### config.mk
export PLATFORM = sky130hd
export DESIGN_NAME = jtframe_vid_capture_flat
export DESIGN_NICKNAME = d
export VERILOG_FILES = /design/src/rtl/jtframe_vid_pkg.sv /design/src/rtl/jtframe_vid_capture_if.sv /design/src/rtl/jtframe_vid_fifo.sv /design/src/rtl/jtframe_vid_capture.sv /design/src/flat_wrapper.sv
export SDC_FILE = /design/constraint.sdc
export NUM_CORES = 1
export LEC_CHECK = 0
export ABC_CLOCK_PERIOD_IN_PS = 6400
export CAP_MARGIN = 20
export CORE_MARGIN = 2
export CORE_UTILIZATION = 40
export CTS_CLUSTER_DIAMETER = 120
export CTS_CLUSTER_SIZE = 20
export DETAILED_ROUTE_END_ITERATION = 10
export GPL_ROUTABILITY_DRIVEN = 0
export PLACE_DENSITY = 0.55
export SLEW_MARGIN = 20
export SYNTH_ARGS = -nofsm -noshare
export SYNTH_HDL_FRONTEND = slang
export SYNTH_SLANG_ARGS = --single-unit
export TNS_END_PERCENT = 5
### constraint.sdc
create_clock -name pxl_clk -period 6.4 [get_ports pxl_clk]
set_input_delay 0.64 -clock pxl_clk [delete_from_list [all_inputs] [get_ports pxl_clk]]
set_output_delay 0.64 -clock pxl_clk [all_outputs]
set_load 0.05 [all_outputs]
### src/rtl/jtframe_vid_pkg.sv
// rtl/jtframe_vid_pkg.sv - shared types, CRC constants and helpers for the video capture block
package jtframe_vid_pkg;

    typedef enum logic [1:0] {
        ST_IDLE    = 2'd0,
        ST_CAPTURE = 2'd1,
        ST_DONE    = 2'd2
    } vid_state_e;

    localparam logic [15:0] CRC_POLY = 16'h1021;
    localparam logic [15:0] CRC_INIT = 16'hFFFF;

    function automatic int rec_width(input int cw);
        return 3 * cw + 2;
    endfunction

    // Advances the CRC over the low nbits of data, most significant bit first
    function automatic logic [15:0] crc16_step(input logic [15:0] crc_in,
                                               input logic [23:0] data,
                                               input int          nbits);
        logic [15:0] c;
        logic        fb;
        c = crc_in;
        for (int i = 23; i >= 0; i--) begin
            if (i < nbits) begin
                fb = c[15] ^ data[i];
                c  = {c[14:0], 1'b0} ^ (fb ? CRC_POLY : 16'h0000);
            end
        end
        return c;
    endfunction

endpackage

### src/rtl/jtframe_vid_capture_if.sv
// rtl/jtframe_vid_capture_if.sv - captured-record output stream
interface jtframe_vid_capture_if #(
    parameter int W = 14
) ();
    logic [W-1:0] dout;
    logic         dout_valid;
    logic         dout_ready;

    modport master (output dout, output dout_valid, input  dout_ready);
    modport slave  (input  dout, input  dout_valid, output dout_ready);
endinterface

### src/rtl/jtframe_vid_fifo.sv
// rtl/jtframe_vid_fifo.sv - first-word-fall-through record FIFO, drops writes when full
module jtframe_vid_fifo #(
    parameter int W     = 14,
    parameter int DEPTH = 16
) (
    input  logic         clk,
    input  logic         rst,
    input  logic         wr_i,
    input  logic [W-1:0] din_i,
    input  logic         rd_i,
    output logic [W-1:0] dout_o,
    output logic         empty_o,
    output logic         full_o,
    output logic         drop_o
);
    localparam int AW = $clog2(DEPTH);
    localparam logic [AW:0] FULL_CNT = (AW + 1)'(DEPTH);

    logic [W-1:0]  mem_q [DEPTH];
    logic [AW-1:0] wptr_q, wptr_d;
    logic [AW-1:0] rptr_q, rptr_d;
    logic [AW:0]   cnt_q,  cnt_d;
    logic          rd_ok, wr_ok;

    assign empty_o = (cnt_q == '0);
    assign full_o  = (cnt_q == FULL_CNT);
    assign rd_ok   = rd_i && !empty_o;
    // A read in the same cycle frees the slot, so a full FIFO still takes the write
    assign wr_ok   = wr_i && (!full_o || rd_ok);
    assign drop_o  = wr_i && !wr_ok;
    assign dout_o  = empty_o ? '0 : mem_q[rptr_q];

    always_comb begin
        wptr_d = wptr_q;
        rptr_d = rptr_q;
        cnt_d  = cnt_q;
        if (wr_ok) wptr_d = wptr_q + 1'b1;
        if (rd_ok) rptr_d = rptr_q + 1'b1;
        if (wr_ok && !rd_ok) cnt_d = cnt_q + 1'b1;
        else if (!wr_ok && rd_ok) cnt_d = cnt_q - 1'b1;
    end

    always_ff @(posedge clk or posedge rst) begin
        if (rst) begin
            wptr_q <= '0;
            rptr_q <= '0;
            cnt_q  <= '0;
        end else begin
            wptr_q <= wptr_d;
            rptr_q <= rptr_d;
            cnt_q  <= cnt_d;
        end
    end

    always_ff @(posedge clk) begin
        if (wr_ok) mem_q[wptr_q] <= din_i;
    end

endmodule

### src/rtl/jtframe_vid_capture.sv
// rtl/jtframe_vid_capture.sv - video frame capture into a stream FIFO; JTFRAME_VIDCRC_EN adds per-frame CRC-16
module jtframe_vid_capture
    import jtframe_vid_pkg::*;
#(
    parameter int CW     = 4,
    parameter int DEPTH  = 16,
    parameter int START  = 0,
    parameter int FRAMES = 0
) (
    input  logic                  pxl_clk,
    input  logic                  rst_base,
    input  logic                  pxl_cen,
    input  logic                  hs,
    input  logic                  vs,
    input  logic [CW-1:0]         red,
    input  logic [CW-1:0]         green,
    input  logic [CW-1:0]         blue,
    input  logic                  downloading,
    output logic [31:0]           frame_cnt,
    jtframe_vid_capture_if.master vid,
    output logic                  capturing,
    output logic                  done,
    output logic                  overflow,
    output logic [15:0]           crc,
    output logic                  crc_valid
);
    localparam int          RW       = rec_width(CW);
    localparam logic [31:0] START_U  = START;
    localparam logic [31:0] FRAMES_U = FRAMES;

    vid_state_e  state_q;
    logic        vs_q;
    logic [31:0] frame_cnt_q;
    logic [31:0] cap_frames_q;
    logic        capturing_q, done_q, overflow_q;

    logic        vs_rise, cap_start, frame_end;
    logic [31:0] frame_inc;
    logic        fifo_wr, fifo_empty, fifo_full, fifo_drop;
    logic [RW-1:0] fifo_din, fifo_dout;

    assign vs_rise   = vs && !vs_q;
    assign frame_inc = frame_cnt_q + 32'd1;
    assign cap_start = (state_q == ST_IDLE) && vs_rise && (frame_inc >= START_U) && !downloading;
    // Leaving on a download takes priority over closing the frame
    assign frame_end = (state_q == ST_CAPTURE) && vs_rise && !downloading;

    assign fifo_wr  = (state_q == ST_CAPTURE) && pxl_cen;
    assign fifo_din = {vs, hs, red, green, blue};

    always_ff @(posedge pxl_clk or posedge rst_base) begin
        if (rst_base) begin
            state_q      <= ST_IDLE;
            vs_q         <= 1'b0;
            frame_cnt_q  <= '0;
            cap_frames_q <= '0;
            capturing_q  <= 1'b0;
            done_q       <= 1'b0;
            overflow_q   <= 1'b0;
        end else begin
            vs_q <= vs;
            if (vs_rise) frame_cnt_q <= frame_inc;
            if (fifo_drop) overflow_q <= 1'b1;
            case (state_q)
                ST_IDLE: begin
                    if (cap_start) begin
                        state_q      <= ST_CAPTURE;
                        capturing_q  <= 1'b1;
                        cap_frames_q <= '0;
                    end
                end
                ST_CAPTURE: begin
                    if (downloading) begin
                        state_q      <= ST_IDLE;
                        capturing_q  <= 1'b0;
                        cap_frames_q <= '0;
                    end else if (frame_end) begin
                        cap_frames_q <= cap_frames_q + 32'd1;
                        if (FRAMES_U != 32'd0 && cap_frames_q + 32'd1 == FRAMES_U) begin
                            state_q     <= ST_DONE;
                            capturing_q <= 1'b0;
                            done_q      <= 1'b1;
                        end
                    end
                end
                ST_DONE: state_q <= ST_DONE;
                default: begin
                    state_q     <= ST_IDLE;
                    capturing_q <= 1'b0;
                    done_q      <= 1'b0;
                end
            endcase
        end
    end

    jtframe_vid_fifo #(
        .W     (RW),
        .DEPTH (DEPTH)
    ) u_fifo (
        .clk     (pxl_clk),
        .rst     (rst_base),
        .wr_i    (fifo_wr),
        .din_i   (fifo_din),
        .rd_i    (vid.dout_ready),
        .dout_o  (fifo_dout),
        .empty_o (fifo_empty),
        .full_o  (fifo_full),
        .drop_o  (fifo_drop)
    );

    assign vid.dout       = fifo_dout;
    assign vid.dout_valid = !fifo_empty;
    assign frame_cnt      = frame_cnt_q;
    assign capturing      = capturing_q;
    assign done           = done_q;
    assign overflow       = overflow_q;

`ifdef JTFRAME_VIDCRC_EN
    logic [15:0] crc_run_q, crc_q, crc_next;
    logic        crc_valid_q, fifo_accept;

    assign fifo_accept = fifo_wr && !fifo_drop;

    always_comb begin
        crc_next = crc_run_q;
        if (fifo_accept) crc_next = crc16_step(crc_run_q, 24'({red, green, blue}), 3 * CW);
    end

    always_ff @(posedge pxl_clk or posedge rst_base) begin
        if (rst_base) begin
            crc_run_q   <= CRC_INIT;
            crc_q       <= '0;
            crc_valid_q <= 1'b0;
        end else begin
            crc_valid_q <= 1'b0;
            if (frame_end) begin
                crc_q       <= crc_next;
                crc_valid_q <= 1'b1;
                crc_run_q   <= CRC_INIT;
            end else if (cap_start) begin
                crc_run_q <= CRC_INIT;
            end else begin
                crc_run_q <= crc_next;
            end
        end
    end

    assign crc       = crc_q;
    assign crc_valid = crc_valid_q;
`else
    logic unused_full;
    assign unused_full = fifo_full;
    assign crc         = 16'h0000;
    assign crc_valid   = 1'b0;
`endif

endmodule

### src/flat_wrapper.sv
// flat-port wrapper written by rule: the top's interface ports become plain ports
module jtframe_vid_capture_flat import jtframe_vid_pkg::*;
#(
    parameter int CW     = 4,
    parameter int DEPTH  = 16,
    parameter int START  = 0,
    parameter int FRAMES = 0
)
  (pxl_clk, rst_base, pxl_cen, hs, vs, red, green, blue, downloading, frame_cnt, capturing, done, overflow, crc, crc_valid, vid_dout, vid_dout_valid, vid_dout_ready);
  jtframe_vid_capture_if #(.W((3 * CW + 2))) vid_i ();
  input  logic pxl_clk;
  input  logic rst_base;
  input  logic pxl_cen;
  input  logic hs;
  input  logic vs;
  input  logic [CW-1:0] red;
  input  logic [CW-1:0] green;
  input  logic [CW-1:0] blue;
  input  logic downloading;
  output logic [31:0] frame_cnt;
  output logic capturing;
  output logic done;
  output logic overflow;
  output logic [15:0] crc;
  output logic crc_valid;
  output wire logic [$bits(vid_i.dout)-1:0] vid_dout;
  output wire logic [$bits(vid_i.dout_valid)-1:0] vid_dout_valid;
  input wire logic [$bits(vid_i.dout_ready)-1:0] vid_dout_ready;
  assign vid_dout = vid_i.dout;
  assign vid_dout_valid = vid_i.dout_valid;
  assign vid_i.dout_ready = vid_dout_ready;
  jtframe_vid_capture #(.CW(CW), .DEPTH(DEPTH), .START(START), .FRAMES(FRAMES)) u_core (.pxl_clk(pxl_clk), .rst_base(rst_base), .pxl_cen(pxl_cen), .hs(hs), .vs(vs), .red(red), .green(green), .blue(blue), .downloading(downloading), .frame_cnt(frame_cnt), .vid(vid_i), .capturing(capturing), .done(done), .overflow(overflow), .crc(crc), .crc_valid(crc_valid));
endmodule
==> flow_metrics.py <==
metrics = {
    "status": {
        "status": "completed",
    },
    "detailed_routing": {
        "via_count": 5441,
        "drc": 0,
        "ant_nets": 0,
        "wl_per_cell_um": 21.96,
        "dr_wl_met2_um": 11330,
        "routedLengthMet1_um": 10060,
        "vias_per_cell": 5.177,
        "routed.top_layer": "met4",
        "drt_pass1_iterations": 4,
        "met3_length_um": 1277,
        "drtIter0Drc": 379,
        "routed_wirelength_um": 23080,
    },
    "timing": {
        "fmax_ghz": 0.2479,
        "rsz0062_at_grt": "no",
        "tns_ns": 0,
        "period_needed_ns": 4.034,
        "finalCritPeriodShare_pct": 63.03,
        "slew_headroom_pct": 31.29,
        "final_max_slew_viol_count": 0,
        "setup_viol": 0,
        "worst_slew_pin_slew_ns": 1.026,
        "hold_viol": 0,
        "finClkSkew_ns": 0.01288,
    },
    "setup_path": {
        "critPathSlowestCell": "dfrtp_2",
        "cp-end-kind": "primary output",
        "cp_max_fo": 23,
        "crit_required_ns": 5.76,
        "cp-start-kind": "register",
        "worstPathArrival_ns": 3.39,
        "worstSetupPathType": "register to primary output",
        "crit_chain": "buf_4 -> mux4_2 -> mux2i_1 -> o22ai_1 -> clkdlybuf4s50_1",
        "crit_buf_inv": 2,
        "cpPeakStageDelay_ns": 0.75,
        "cp_top_family": "buffers and inverters",
    },
    "placed_design": {
        "dp_hpwl_um": 13800,
        "portBuffers": 67,
        "dp.cells": 1028,
    },
    "global_route": {
        "grt_overflow": 0,
        "grt_pass1_wl_um": 35880,
        "antenna_found_initial": 0,
        "grt_usage_pct": 16.41,
        "grt_max_degree": 51,
        "grt_pass1_vias": 5925,
    },
    "clock_network": {
        "cts.sinks": 274,
        "cts_buffer_depth": 3,
        "cts_made_buffers": 17,
        "cts_tree": "yes",
        "insertion_delay_ns": 0.50,
        "clkTransAtPathRegs_ns": 0.08,
        "h-tree-depth": 1,
        "root_buffer": "clkbuf_16",
        "post_cts_buffers": 0,
        "cts_resized": 0,
        "cts_hold_buf": 0,
    },
    "logic_synthesis": {
        "ys_seq_elements": 274,
        "netlist.area_leader.share_pct": 60.38,
        "yosysTopAreaCell": "edfxtp_1",
        "synthArstFlopShare_pct": 18.25,
        "avgSynthCellArea_um2": 18.82,
        "synth_edf_count": 224,
        "synth.distinct_cells": 44,
        "seq_area_frac_synth_pct": 71.62,
        "ys.flop_type": "edfxtp_1",
        "synth_area_um2": 11140,
        "ys_warn_count": 0,
        "synthCells": 592,
        "synth.area.top_cells": "edfxtp_1 60%, mux4_2 11%, dfrtp_1 11%",
    },
    "finish": {
        "n_antenna_cell": 0,
        "syn2layout_area_growth_pct": 14.13,
        "layout_common_cells": "224 x edfxtp_1, 67 x clkdlybuf4s50_1, 56 x mux4_2",
        "layout-drive-gt1-share_pct": 17.24,
        "final_nets": 699,
        "fin_cells": 1051,
        "nFillCells": 2403,
        "layout_commonest_cell": "edfxtp_1",
    },
    "flow_run": {
        "cap_violations": 0,
    },
    "die": {
        "rows": 61,
        "die_area_um2": 29200,
        "die_height_um": 170.9,
        "die_x_um": 170.9,
        "ios": 86,
        "coreArea_um2": 27630,
        "start_util_pct": 40.32,
    },
    "power_and_ir_drop": {
        "leakage_nw": 4.282,
        "p_total_mw": 4.983,
        "pwr_density_cell_nw_per_um2": 391.9,
        "vdd_drop_max_v": 0.0002024,
    },
    "hold_path": {
        "hp-class": "register to register",
    },
}
==> routing by layer <==
layer	vias up	global-route usage, %
met5	-	0
met4	0	3.390
met3	22	2.683
met2	146	27.95
met1	2841	22.44
li1	2432	-
==> power by group <==
part	total (mW)	internal [mW]	switching, mW
Combinational	1.79	0.742	1.04
Sequential	2.15	2.02	0.131
Clock	1.05	0.490	0.556
Total	4.98	3.25	1.73
==> synthesized netlist by cell type, types with 2 or more instances <==
cell,count
and3_1,7
and2_1,5
nor4_2,4
ha_1,10
dfrtp_1,50
buf_4,23
o21ai_0,4
a21oi_1,3
mux4_2,56
edfxtp_1,224
mux2i_1,29
nor4b_1,4
nor3_1,4
o22ai_1,14
nand4_1,14
inv_1,12
nand2_1,16
clkbuf_1,8
and4_1,2
nor2b_1,2
nor2_1,13
a21o_1,2
nand3_1,13
xnor2_1,36
mux2_2,3
nand2b_1,3
buf_2,10
xor2_1,5
==> worst paths after layout <==
path                                                     start                                  end  slack (ns)  cells past startpoint
min reg2reg                u_core.u_fifo.rptr_q[3]$_DFFE_PP0P_  u_core.u_fifo.rptr_q[3]$_DFFE_PP0P_        0.48                      1
max                        u_core.u_fifo.rptr_q[1]$_DFFE_PP0P_                          vid_dout[6]        2.37                      5
min in group asynchronous                             rst_base         u_core.capturing$_DFFE_PP0P_        0.61                      2
max reg2reg                 u_core.u_fifo.cnt_q[0]$_DFFE_PP0P_   u_core.u_fifo.cnt_q[4]$_DFFE_PP0P_        3.39                     10
min                        u_core.u_fifo.rptr_q[3]$_DFFE_PP0P_  u_core.u_fifo.rptr_q[3]$_DFFE_PP0P_        0.48                      1
max in group asynchronous                             rst_base  u_core.u_fifo.rptr_q[3]$_DFFE_PP0P_        5.22                      2
==> worst reg2reg max path, stage by stage (launching register included) <==
cell and delay (ns):
dfrtp_1 0.46, nor4_2 0.43, nand2b_1 0.35, nand2_1 0.25, ha_1 0.19, inv_1 0.12, fa_1 0.42, a21o_1 0.17
a21oi_1 0.18, mux2i_1 0.24, xnor2_1 0.13
==> stage by stage <==
stage	area (µm²)	hold slack, ns	setup slack, ns	util (%)
finish	12710	0.4805	2.366	46.01
global route	12710	0.5020	2.198	46.01
CTS	12710	0.4882	2.299	46.01
detailed placement	12250	0.4734	2.664	44.35
global placement	12250	0.4618	2.798	44.35
floorplan	11200	0.4414	3.260	-
==> cell families after synthesis <==
| group | share of synthesized area, % |
|---|---|
| buf+inv | 2.808 |
| flops | 71.62 |
| compound gates | 1.426 |
| other cells | 0.03366 |
| simple gates | 5.358 |
| mux | 14.23 |
| fa+ha+maj | 1.303 |
| xor+xnor | 3.224 |
==> flip-flops by register name (all words and copies together), names as in the netlist <==
signal	flops
u_core.u_fifo.mem_q	224
u_core.frame_cnt	32
u_core.u_fifo.cnt_q	5
u_core.u_fifo.rptr_q	4
u_core.u_fifo.wptr_q	4
u_core.state_q	2
u_core.capturing	1
u_core.overflow	1
u_core.vs_q	1
==> cell type report <==
cell class / count / area, µm² / area share, %
Sequential cell: 274 / 7980 / 62.77
Multi-Input combinational cell: 280 / 2958 / 23.27
Inverter: 12 / 46.29 / 0.3641
Clock buffer: 21 / 440.4 / 3.464
Clock inverter: 2 / 17.52 / 0.1378
Tap cell: 378 / 473.0 / 3.720
Timing Repair Buffer: 84 / 798.3 / 6.279
Note: power is estimated with default switching activity, not from simulation.
